**src/rtl/mips_mc_controller.sv**
```systemverilog
// Multicycle MIPS main control FSM: fetch/decode/execute/memory/writeback sequencing.
// Optional macro MC_BNE_EN adds bne (opcode 000101) through the BRANCH state.
module mips_mc_controller #(
    parameter int N_STATE_BITS = 4
) (
    input  logic                    clk,
    input  logic                    rst_n,
    input  logic [5:0]              op,
    input  logic [5:0]              funct,
    input  logic                    zero,
    input  logic                    mem_ready,
    output logic                    iord,
    output logic                    memwrite,
    output logic                    irwrite,
    output logic                    regdst,
    output logic                    memtoreg,
    output logic                    regwrite,
    output logic                    alusrca,
    output logic [1:0]              alusrcb,
    output logic [1:0]              pcsrc,
    output logic                    pcen,
    output logic [2:0]              alu_control,
    output logic                    illegal_op,
    output logic [N_STATE_BITS-1:0] state_o
);

    typedef enum logic [3:0] {
        S_RESET   = 4'd0,
        S_FETCH   = 4'd1,
        S_DECODE  = 4'd2,
        S_MEMADR  = 4'd3,
        S_MEMRD   = 4'd4,
        S_MEMWB   = 4'd5,
        S_MEMWR   = 4'd6,
        S_EXECUTE = 4'd7,
        S_ALUWB   = 4'd8,
        S_BRANCH  = 4'd9,
        S_ADDIEX  = 4'd10,
        S_ADDIWB  = 4'd11,
        S_JUMP    = 4'd12
    } state_t;

    localparam logic [5:0] OP_RTYPE = 6'b000000;
    localparam logic [5:0] OP_LW    = 6'b100011;
    localparam logic [5:0] OP_SW    = 6'b101011;
    localparam logic [5:0] OP_BEQ   = 6'b000100;
    localparam logic [5:0] OP_ADDI  = 6'b001000;
    localparam logic [5:0] OP_J     = 6'b000010;
    localparam logic [5:0] OP_BNE   = 6'b000101;

    state_t state, state_nx;

    function automatic logic [2:0] funct_alu(input logic [5:0] f);
        case (f)
            6'b100000: funct_alu = 3'b010;
            6'b100010: funct_alu = 3'b110;
            6'b100100: funct_alu = 3'b000;
            6'b100101: funct_alu = 3'b001;
            6'b101010: funct_alu = 3'b111;
            6'b100111: funct_alu = 3'b100;
            default:   funct_alu = 3'b011;
        endcase
    endfunction

    function automatic logic funct_ok(input logic [5:0] f);
        case (f)
            6'b100000, 6'b100010, 6'b100100,
            6'b100101, 6'b101010, 6'b100111: funct_ok = 1'b1;
            default:                         funct_ok = 1'b0;
        endcase
    endfunction

    always_ff @(posedge clk or negedge rst_n) begin
        if (!rst_n) state <= S_RESET;
        else        state <= state_nx;
    end

`ifdef MC_BNE_EN
    // Branch polarity is latched in DECODE so BRANCH does not depend on op.
    logic bne_q;
    always_ff @(posedge clk or negedge rst_n) begin
        if (!rst_n)                 bne_q <= 1'b0;
        else if (state == S_DECODE) bne_q <= (op == OP_BNE);
    end
`endif

    always_comb begin
        state_nx    = S_RESET;
        iord        = 1'b0;
        memwrite    = 1'b0;
        irwrite     = 1'b0;
        regdst      = 1'b0;
        memtoreg    = 1'b0;
        regwrite    = 1'b0;
        alusrca     = 1'b0;
        alusrcb     = 2'b00;
        pcsrc       = 2'b00;
        pcen        = 1'b0;
        alu_control = 3'b000;
        illegal_op  = 1'b0;
        case (state)
            S_RESET: state_nx = S_FETCH;
            S_FETCH: begin
                alusrcb     = 2'b01;
                alu_control = 3'b010;
                irwrite     = mem_ready;
                pcen        = mem_ready;
                state_nx    = mem_ready ? S_DECODE : S_FETCH;
            end
            S_DECODE: begin
                alusrcb     = 2'b11;
                alu_control = 3'b010;
                case (op)
                    OP_LW, OP_SW: state_nx = S_MEMADR;
                    OP_RTYPE:     state_nx = S_EXECUTE;
                    OP_BEQ:       state_nx = S_BRANCH;
                    OP_ADDI:      state_nx = S_ADDIEX;
                    OP_J:         state_nx = S_JUMP;
`ifdef MC_BNE_EN
                    OP_BNE:       state_nx = S_BRANCH;
`endif
                    default: begin
                        illegal_op = 1'b1;
                        state_nx   = S_FETCH;
                    end
                endcase
            end
            S_MEMADR: begin
                alusrca     = 1'b1;
                alusrcb     = 2'b10;
                alu_control = 3'b010;
                state_nx    = (op == OP_SW) ? S_MEMWR : S_MEMRD;
            end
            S_MEMRD: begin
                iord     = 1'b1;
                state_nx = mem_ready ? S_MEMWB : S_MEMRD;
            end
            S_MEMWB: begin
                memtoreg = 1'b1;
                regwrite = 1'b1;
                state_nx = S_FETCH;
            end
            S_MEMWR: begin
                iord     = 1'b1;
                memwrite = 1'b1;
                state_nx = mem_ready ? S_FETCH : S_MEMWR;
            end
            S_EXECUTE: begin
                alusrca     = 1'b1;
                alu_control = funct_alu(funct);
                state_nx    = S_ALUWB;
            end
            S_ALUWB: begin
                // funct is read live; the IR holds because irwrite is low here.
                regdst     = 1'b1;
                regwrite   = funct_ok(funct);
                illegal_op = ~funct_ok(funct);
                state_nx   = S_FETCH;
            end
            S_BRANCH: begin
                alusrca     = 1'b1;
                alu_control = 3'b110;
                pcsrc       = 2'b01;
`ifdef MC_BNE_EN
                pcen        = bne_q ? ~zero : zero;
`else
                pcen        = zero;
`endif
                state_nx    = S_FETCH;
            end
            S_ADDIEX: begin
                alusrca     = 1'b1;
                alusrcb     = 2'b10;
                alu_control = 3'b010;
                state_nx    = S_ADDIWB;
            end
            S_ADDIWB: begin
                regwrite = 1'b1;
                state_nx = S_FETCH;
            end
            S_JUMP: begin
                pcsrc    = 2'b10;
                pcen     = 1'b1;
                state_nx = S_FETCH;
            end
            default: state_nx = S_RESET;
        endcase
    end

    assign state_o = N_STATE_BITS'(state);

endmodule

```
**config.mk**
```make
export PLATFORM = sky130hd
export DESIGN_NAME = mips_mc_controller
export DESIGN_NICKNAME = d
export VERILOG_FILES = /design/src/rtl/mips_mc_controller.sv
export SDC_FILE = /design/constraint.sdc
export NUM_CORES = 1
export LEC_CHECK = 0
export CAP_MARGIN = 20
export CORE_MARGIN = 1.5
export CORE_UTILIZATION = 33
export DETAILED_ROUTE_END_ITERATION = 7
export PLACE_DENSITY_LB_ADDON = 0.12
export SYNTH_ARGS = -nofsm -noshare
export SYNTH_HDL_FRONTEND = slang
export SYNTH_SLANG_ARGS = --single-unit
```
**constraint.sdc**
```tcl
create_clock -name clk -period 2 [get_ports clk]
set_clock_uncertainty 0.05 [all_clocks]
set_input_delay 0.6 -clock clk [delete_from_list [all_inputs] [get_ports clk]]
set_output_delay 0.6 -clock clk [all_outputs]
set_load 0.02 [all_outputs]
```
==> metrics.txt, run 1 <==
# TYPE chip_impl_metric gauge
chip_impl_metric{name="count_of_boundary_i_o_pins",unit=""} 36
chip_impl_info{name="ys.flop_type",value="sky130_fd_sc_hd__dfrtp_1"} 1
chip_impl_metric{name="initial_core_util",unit=""} 0.352
chip_impl_metric{name="place_congestion",unit=""} 0.838
chip_impl_metric{name="floorplan.die.width",unit="µm"} 46.1
chip_impl_metric{name="cts-buffers-inserted",unit=""} 3
chip_impl_metric{name="detailedPlace.worstSlack",unit="ns"} -1.10
chip_impl_metric{name="number_of_h_tree_levels",unit=""} 1
chip_impl_metric{name="netlist-cell-type-count",unit=""} 39
chip_impl_metric{name="yosys_register_bits",unit=""} 4
chip_impl_metric{name="syn-cell-area",unit="µm²"} 614
chip_impl_metric{name="synth.yosys.seq_area_share",unit=""} 0.163
chip_impl_info{name="grt_repair_worst_endpoint",value="illegal_op"} 1
chip_impl_info{name="root_buffer",value="sky130_fd_sc_hd__clkbuf_4"} 1
chip_impl_metric{name="yosysWarningCount",unit=""} 0
chip_impl_info{name="stop_error",value="[ERROR DPL-0038] Utilization greater than 100%, impossible to legalize"} 1
chip_impl_metric{name="avg_synthesized_cell_area",unit="µm²"} 7.40
chip_impl_metric{name="async_flop_share",unit=""} 1.00
chip_impl_metric{name="dp.final_hpwl",unit="mm"} 1.84
chip_impl_metric{name="die_h",unit="µm"} 46.1
chip_impl_metric{name="cts_max_path_buffers",unit=""} 2
chip_impl_metric{name="grt_start_max_net_pins",unit=""} 13
chip_impl_metric{name="cell_rows",unit=""} 15
chip_impl_metric{name="synth-edff-count",unit=""} 0
chip_impl_info{name="last-stage-reached",value="5_1_grt"} 1
chip_impl_metric{name="number_of_instances_in_the_synthesized_netlist",unit=""} 83
chip_impl_info{name="worstEpCategory",value="primary output"} 1
chip_impl_info{name="run_status",value="stopped before the end"} 1
chip_impl_metric{name="cts.hold.buffers_added",unit=""} 0
chip_impl_metric{name="cts.sink_count",unit=""} 4
chip_impl_metric{name="post_syn_nets",unit=""} 99
chip_impl_metric{name="io_buffer_count",unit=""} 35
==> synthesized netlist by cell type (2+ instances only) <==
cell | n | share of area
sky130_fd_sc_hd__nor2_1 | 9 | 0.055
sky130_fd_sc_hd__nand2b_1 | 7 | 0.071
sky130_fd_sc_hd__buf_2 | 5 | 0.041
sky130_fd_sc_hd__nand2_1 | 5 | 0.031
sky130_fd_sc_hd__nor3_1 | 5 | 0.041
sky130_fd_sc_hd__dfrtp_1 | 4 | 0.16
sky130_fd_sc_hd__a21oi_1 | 3 | 0.024
sky130_fd_sc_hd__o21ai_0 | 3 | 0.024
sky130_fd_sc_hd__xor2_1 | 3 | 0.043
sky130_fd_sc_hd__a211oi_1 | 2 | 0.024
sky130_fd_sc_hd__a31oi_1 | 2 | 0.020
sky130_fd_sc_hd__inv_1 | 2 | 0.012
sky130_fd_sc_hd__mux2i_1 | 2 | 0.033
sky130_fd_sc_hd__nand3_1 | 2 | 0.016
sky130_fd_sc_hd__nand3b_1 | 2 | 0.024
sky130_fd_sc_hd__nor4b_2 | 2 | 0.049
sky130_fd_sc_hd__o211ai_1 | 2 | 0.024
sky130_fd_sc_hd__or3_1 | 2 | 0.020
==> cell families after synthesis <==
logic type | after synthesis | synth area share
compound gates | 26 | 0.314
xor+xnor | 3 | 0.0428
buf+inv | 9 | 0.0713
flops | 4 | 0.163
mux | 3 | 0.0509
simple gates | 38 | 0.358
==> what timing repair did <==
| item | CTS |
|---|---|
| pin swaps | 14 |
| endpoints found under the hold margin | 0 |
| resized for setup | 155 |
| endpoints found under the setup margin | 20 |
| buffers inserted | 12 |
==> stage by stage <==
stage	hold slack [ns]	TNS, ns	cells	cell area (µm²)
4_1_cts	0.499	-1.27	193	1550
3_3_place_gp	0.617	-7.76	177	1320
2_1_floorplan	0.254	-0.188	83	681
3_5_place_dp	0.625	-8.23	177	1320
==> run 2, diff against run 1 <==
--- a/config.mk
+++ b/config.mk
@@ -6,10 +6,10 @@
 export NUM_CORES = 1
 export LEC_CHECK = 0
 export CAP_MARGIN = 20
-export CORE_MARGIN = 1.5
-export CORE_UTILIZATION = 33
+export CORE_AREA = 2 2 63 65
 export DETAILED_ROUTE_END_ITERATION = 7
-export PLACE_DENSITY_LB_ADDON = 0.12
+export DIE_AREA = 0 0 65 67
+export PLACE_DENSITY_LB_ADDON = 0.15
 export SYNTH_ARGS = -nofsm -noshare
 export SYNTH_HDL_FRONTEND = slang
 export SYNTH_SLANG_ARGS = --single-unit
==> constraint.sdc (replaced) <==
create_clock -name clk -period 2.6 [get_ports clk]
set_clock_uncertainty 0.05 [all_clocks]
set_input_delay 0.78 -clock clk [delete_from_list [all_inputs] [get_ports clk]]
set_output_delay 0.78 -clock clk [all_outputs]
set_load 0.02 [all_outputs]
==> metrics.txt, run 2 <==
# TYPE chip_impl_metric gauge
chip_impl_info{name="run_status",value="finished, violations left"} 1
chip_impl_info{name="failed_checks",value="negative setup slack"} 1
chip_impl_metric{name="detail-route-antenna-nets",unit=""} 0
chip_impl_metric{name="detail_routed_net_length_per_standard_cell",unit="µm"} 11.9
chip_impl_metric{name="place_congestion",unit=""} 0.859
chip_impl_metric{name="worst-endpoint-required",unit="ns"} 1.77
chip_impl_info{name="worstSetupStartpointType",value="input port"} 1
chip_impl_metric{name="count_of_boundary_i_o_pins",unit=""} 36
chip_impl_metric{name="finalHoldViolations",unit=""} 0
chip_impl_metric{name="power.density",unit="nW/µm²"} 755
chip_impl_metric{name="synth-edff-count",unit=""} 0
chip_impl_metric{name="syn_to_final_growth",unit="%"} 119
chip_impl_metric{name="period_minus_slack",unit="ns"} 2.71
chip_impl_metric{name="syn-cell-area",unit="µm²"} 614
chip_impl_info{name="cp_top_family",value="compound AO/OA/AOI/OAI gates"} 1
chip_impl_metric{name="avg_synthesized_cell_area",unit="µm²"} 7.40
chip_impl_metric{name="register_clock_pin_slew_on_the_reported_worst_setup_and_hold_paths",unit="ns"} 0.03
chip_impl_metric{name="design.die.area",unit="µm²"} 4360
chip_impl_metric{name="grt_start_max_net_pins",unit=""} 14
chip_impl_metric{name="layout.area.seq",unit="µm²"} 101
chip_impl_metric{name="timing_worst_slew_pin_value",unit="ns"} 0.277
chip_impl_metric{name="dp.cells",unit=""} 185
chip_impl_metric{name="worst-path-max-fanout",unit=""} 2
chip_impl_info{name="ys.flop_type",value="sky130_fd_sc_hd__dfrtp_1"} 1
chip_impl_info{name="leading_cell_type_in_the_layout_fill_and_taps_excluded",value="sky130_fd_sc_hd__buf_4"} 1
chip_impl_metric{name="synth.yosys.seq_area_share",unit=""} 0.163
chip_impl_metric{name="floorplan.die.width",unit="µm"} 65
chip_impl_info{name="leading_cell_types_in_the_layout_fill_and_taps_excluded",value="sky130_fd_sc_hd__buf_4, sky130_fd_sc_hd__nor2_1, sky130_fd_sc_hd__buf_6, sky130_fd_sc_hd__dlygate4sd2_1, sky130_fd_sc_hd__clkdlybuf4s50_1"} 1
chip_impl_info{name="path_class",value="input port to output port"} 1
chip_impl_metric{name="final_max_slew_viol_count",unit=""} 0
chip_impl_metric{name="post-route-drc-count",unit=""} 0
chip_impl_metric{name="cts-buffers-inserted",unit=""} 3
chip_impl_metric{name="synthDominantCellAreaShare",unit=""} 0.163
chip_impl_metric{name="dp.final_hpwl",unit="mm"} 1.85
chip_impl_metric{name="synth.area.mux_share",unit=""} 0.0509
chip_impl_metric{name="setup_violations",unit=""} 1
chip_impl_metric{name="post_layout_nonfiller_instances",unit=""} 195
chip_impl_metric{name="irDropWorstVdd",unit="mV"} 0.272
chip_impl_metric{name="clk-insertion-delay-late",unit="ns"} 0.21
chip_impl_metric{name="timing.critical_path.arrival",unit="ns"} 1.88
chip_impl_info{name="min-delay-path-class",value="flip-flop to flip-flop"} 1
chip_impl_metric{name="grt_overflow_total",unit=""} 0
chip_impl_metric{name="place_area",unit="µm²"} 1200
chip_impl_metric{name="number_of_h_tree_levels",unit=""} 1
chip_impl_metric{name="io_buffer_count",unit=""} 35
chip_impl_metric{name="timing.critical_path.buf_inv",unit=""} 2
chip_impl_metric{name="cts_max_path_buffers",unit=""} 2
chip_impl_info{name="yosysTopAreaCell",value="sky130_fd_sc_hd__dfrtp_1"} 1
chip_impl_info{name="root_buffer",value="sky130_fd_sc_hd__clkbuf_8"} 1
chip_impl_metric{name="post_syn_nets",unit=""} 99
chip_impl_info{name="synth_top_family_by_area",value="simple AND/OR/NAND/NOR gates"} 1
chip_impl_metric{name="grt_use_total",unit=""} 0.108
chip_impl_info{name="synth_most_common_cell",value="sky130_fd_sc_hd__nor2_1"} 1
chip_impl_info{name="end_kind",value="output port"} 1
chip_impl_metric{name="yosys_register_bits",unit=""} 4
chip_impl_metric{name="hold-worst-slack",unit="ns"} 0.592
chip_impl_metric{name="postLayoutCellArea",unit="µm²"} 1350
chip_impl_metric{name="synth_xor_xnor_area_share",unit=""} 0.0428
chip_impl_metric{name="drt_iter0_drc",unit=""} 25
chip_impl_metric{name="synth_compound_area_frac",unit=""} 0.314
chip_impl_metric{name="fillerInstances",unit=""} 375
chip_impl_metric{name="grt_pass1_vias",unit=""} 839
chip_impl_metric{name="maximum_capacitance_violations",unit=""} 0
chip_impl_metric{name="antennaDiodeCount",unit=""} 0
chip_impl_metric{name="async_flop_share",unit=""} 1.00
chip_impl_metric{name="cts.sink_count",unit=""} 4
chip_impl_metric{name="cell_rows",unit=""} 22
chip_impl_info{name="ys_top_cells_by_area",value="sky130_fd_sc_hd__dfrtp_1, sky130_fd_sc_hd__nand2b_1, sky130_fd_sc_hd__nor2_1"} 1
chip_impl_metric{name="vias_per_cell",unit=""} 4.52
chip_impl_metric{name="grt_antenna_before_repair",unit=""} 0
chip_impl_metric{name="global_route_wire_length_before_repair",unit="mm"} 3.79
chip_impl_metric{name="number_of_instances_in_the_synthesized_netlist",unit=""} 83
chip_impl_metric{name="yosysWarningCount",unit=""} 0
chip_impl_metric{name="detailedPlace.worstSlack",unit="ns"} -0.897
chip_impl_metric{name="final_nets",unit=""} 165
chip_impl_metric{name="post_synth_and_or_nand_nor_area_fraction",unit=""} 0.358
chip_impl_metric{name="largest_reg_flops",unit=""} 4
chip_impl_metric{name="die_h",unit="µm"} 67
chip_impl_info{name="cpMaxStageDelayCell",value="sky130_fd_sc_hd__o31a_1"} 1
chip_impl_metric{name="timing.final.crit_share",unit=""} 1.04
chip_impl_info{name="cts_tree",value="built"} 1
chip_impl_info{name="grt_setup_unrepaired",value="true"} 1
chip_impl_info{name="worst_path_cell_chain",value="buf_6 > or2_4 > o31a_1 > o311ai_2 > o41ai_2 > buf_4"} 1
chip_impl_metric{name="floorplan.core_area",unit="µm²"} 3610
chip_impl_metric{name="max_slew_margin",unit=""} 0.815
chip_impl_metric{name="final.setup.worst_slack",unit="ns"} -0.115
chip_impl_metric{name="multi_input_area",unit="µm²"} 533
chip_impl_metric{name="initial_core_util",unit=""} 0.170
chip_impl_metric{name="power.leakage",unit="nW"} 0.672
chip_impl_metric{name="first_pass_iters",unit=""} 4
chip_impl_metric{name="netlist-cell-type-count",unit=""} 39
chip_impl_metric{name="timing.critical_path.slowest_cell_delay",unit="ns"} 0.25
chip_impl_metric{name="postRouteWirelength",unit="mm"} 2.32
chip_impl_metric{name="dr_total_vias",unit=""} 882
chip_impl_metric{name="layout-drive-gt1-share",unit=""} 0.435
chip_impl_info{name="synth_common_cells",value="sky130_fd_sc_hd__nor2_1, sky130_fd_sc_hd__nand2b_1, sky130_fd_sc_hd__buf_2, sky130_fd_sc_hd__nand2_1, sky130_fd_sc_hd__nor3_1"} 1
chip_impl_metric{name="post_synth_fa_ha_maj_area_fraction",unit=""} 0
chip_impl_metric{name="fmax",unit="GHz"} 0.368
==> run 2: cell counts after synthesis <==
No cell type changed its count.
==> run 2: metal layers <==
layer  wire (µm)  part of all wire  track usage  up-vias
met5           0                 0            0        -
met4           0                 0       0.0160        0
met3         125             0.054       0.0152        0
met1        1060              0.46        0.138      410
met2        1130              0.49        0.193       29
li1            -                 -            -      443
==> run 2: report_power, final <==
part,internal (mW),leakage (nW),total (mW),switching (mW)
combinational,0.377,0.601,0.773,0.396
clock,0.0985,0.0216,0.128,0.0299
sequential,0.0847,0.0496,0.116,0.0308
==> run 2: cell families (layout without fill, tap and decap cells) <==
group           Yosys count  in the layout
compound gates           26             26
xor+xnor                  3              3
buf+inv                   9             73
flops                     4              4
mux                       3              3
simple gates             38             38
==> run 2: cell type report <==
cell class / instances / share of cell area
repair buffers: 67 / 0.446
multi-input cells: 70 / 0.396
clock buffers: 3 / 0.0306
well taps: 48 / 0.0446
flip-flops and latches: 4 / 0.0752
inverters: 3 / 0.00836
==> run 2: through the flow <==
stage               setup TNS [ns]  utilization  power (mW)
CTS                         -0.211        0.364        1.02
floorplan                        0            -       0.507
finish                      -0.115        0.374        1.02
global route                -0.164        0.374        1.09
global placement             -4.88        0.333       0.881
detailed placement           -4.86        0.333       0.886
==> run 2: repair_timing <==
item	CTS	global route
endpoints found under the setup margin	13	9
hold buffers	0	0
buffers inserted	5	2
gates cloned	0	0
pin swaps	9	6
gates resized for setup	67	20
==> run 2: path summary, 6_finish.rpt <==
path / startpoint / to / slack [ns] / cells past startpoint
min: state_o[0]$_DFF_PN0_ / state_o[0]$_DFF_PN0_ / 0.59 / 1
max in group asynchronous: rst_n / state_o[3]$_DFF_PN0_ / 1.60 / 1
min in group asynchronous: rst_n / state_o[0]$_DFF_PN0_ / 0.72 / 1
min reg2reg: state_o[0]$_DFF_PN0_ / state_o[0]$_DFF_PN0_ / 0.59 / 1
max: op[0] / illegal_op / -0.11 / 6
max reg2reg: state_o[3]$_DFF_PN0_ / state_o[1]$_DFF_PN0_ / 1.02 / 5
(Power assumes the default switching activity.)
==> run 3, diff against run 2 <==
--- a/config.mk
+++ b/config.mk
@@ -9,6 +9,7 @@
 export CORE_AREA = 2 2 63 65
 export DETAILED_ROUTE_END_ITERATION = 7
 export DIE_AREA = 0 0 65 67
+export HOLD_SLACK_MARGIN = 0.1
 export PLACE_DENSITY_LB_ADDON = 0.15
 export SYNTH_ARGS = -nofsm -noshare
 export SYNTH_HDL_FRONTEND = slang
==> results of run 3 <==
Final layout, timing and power as in run 2 (identical DEF).
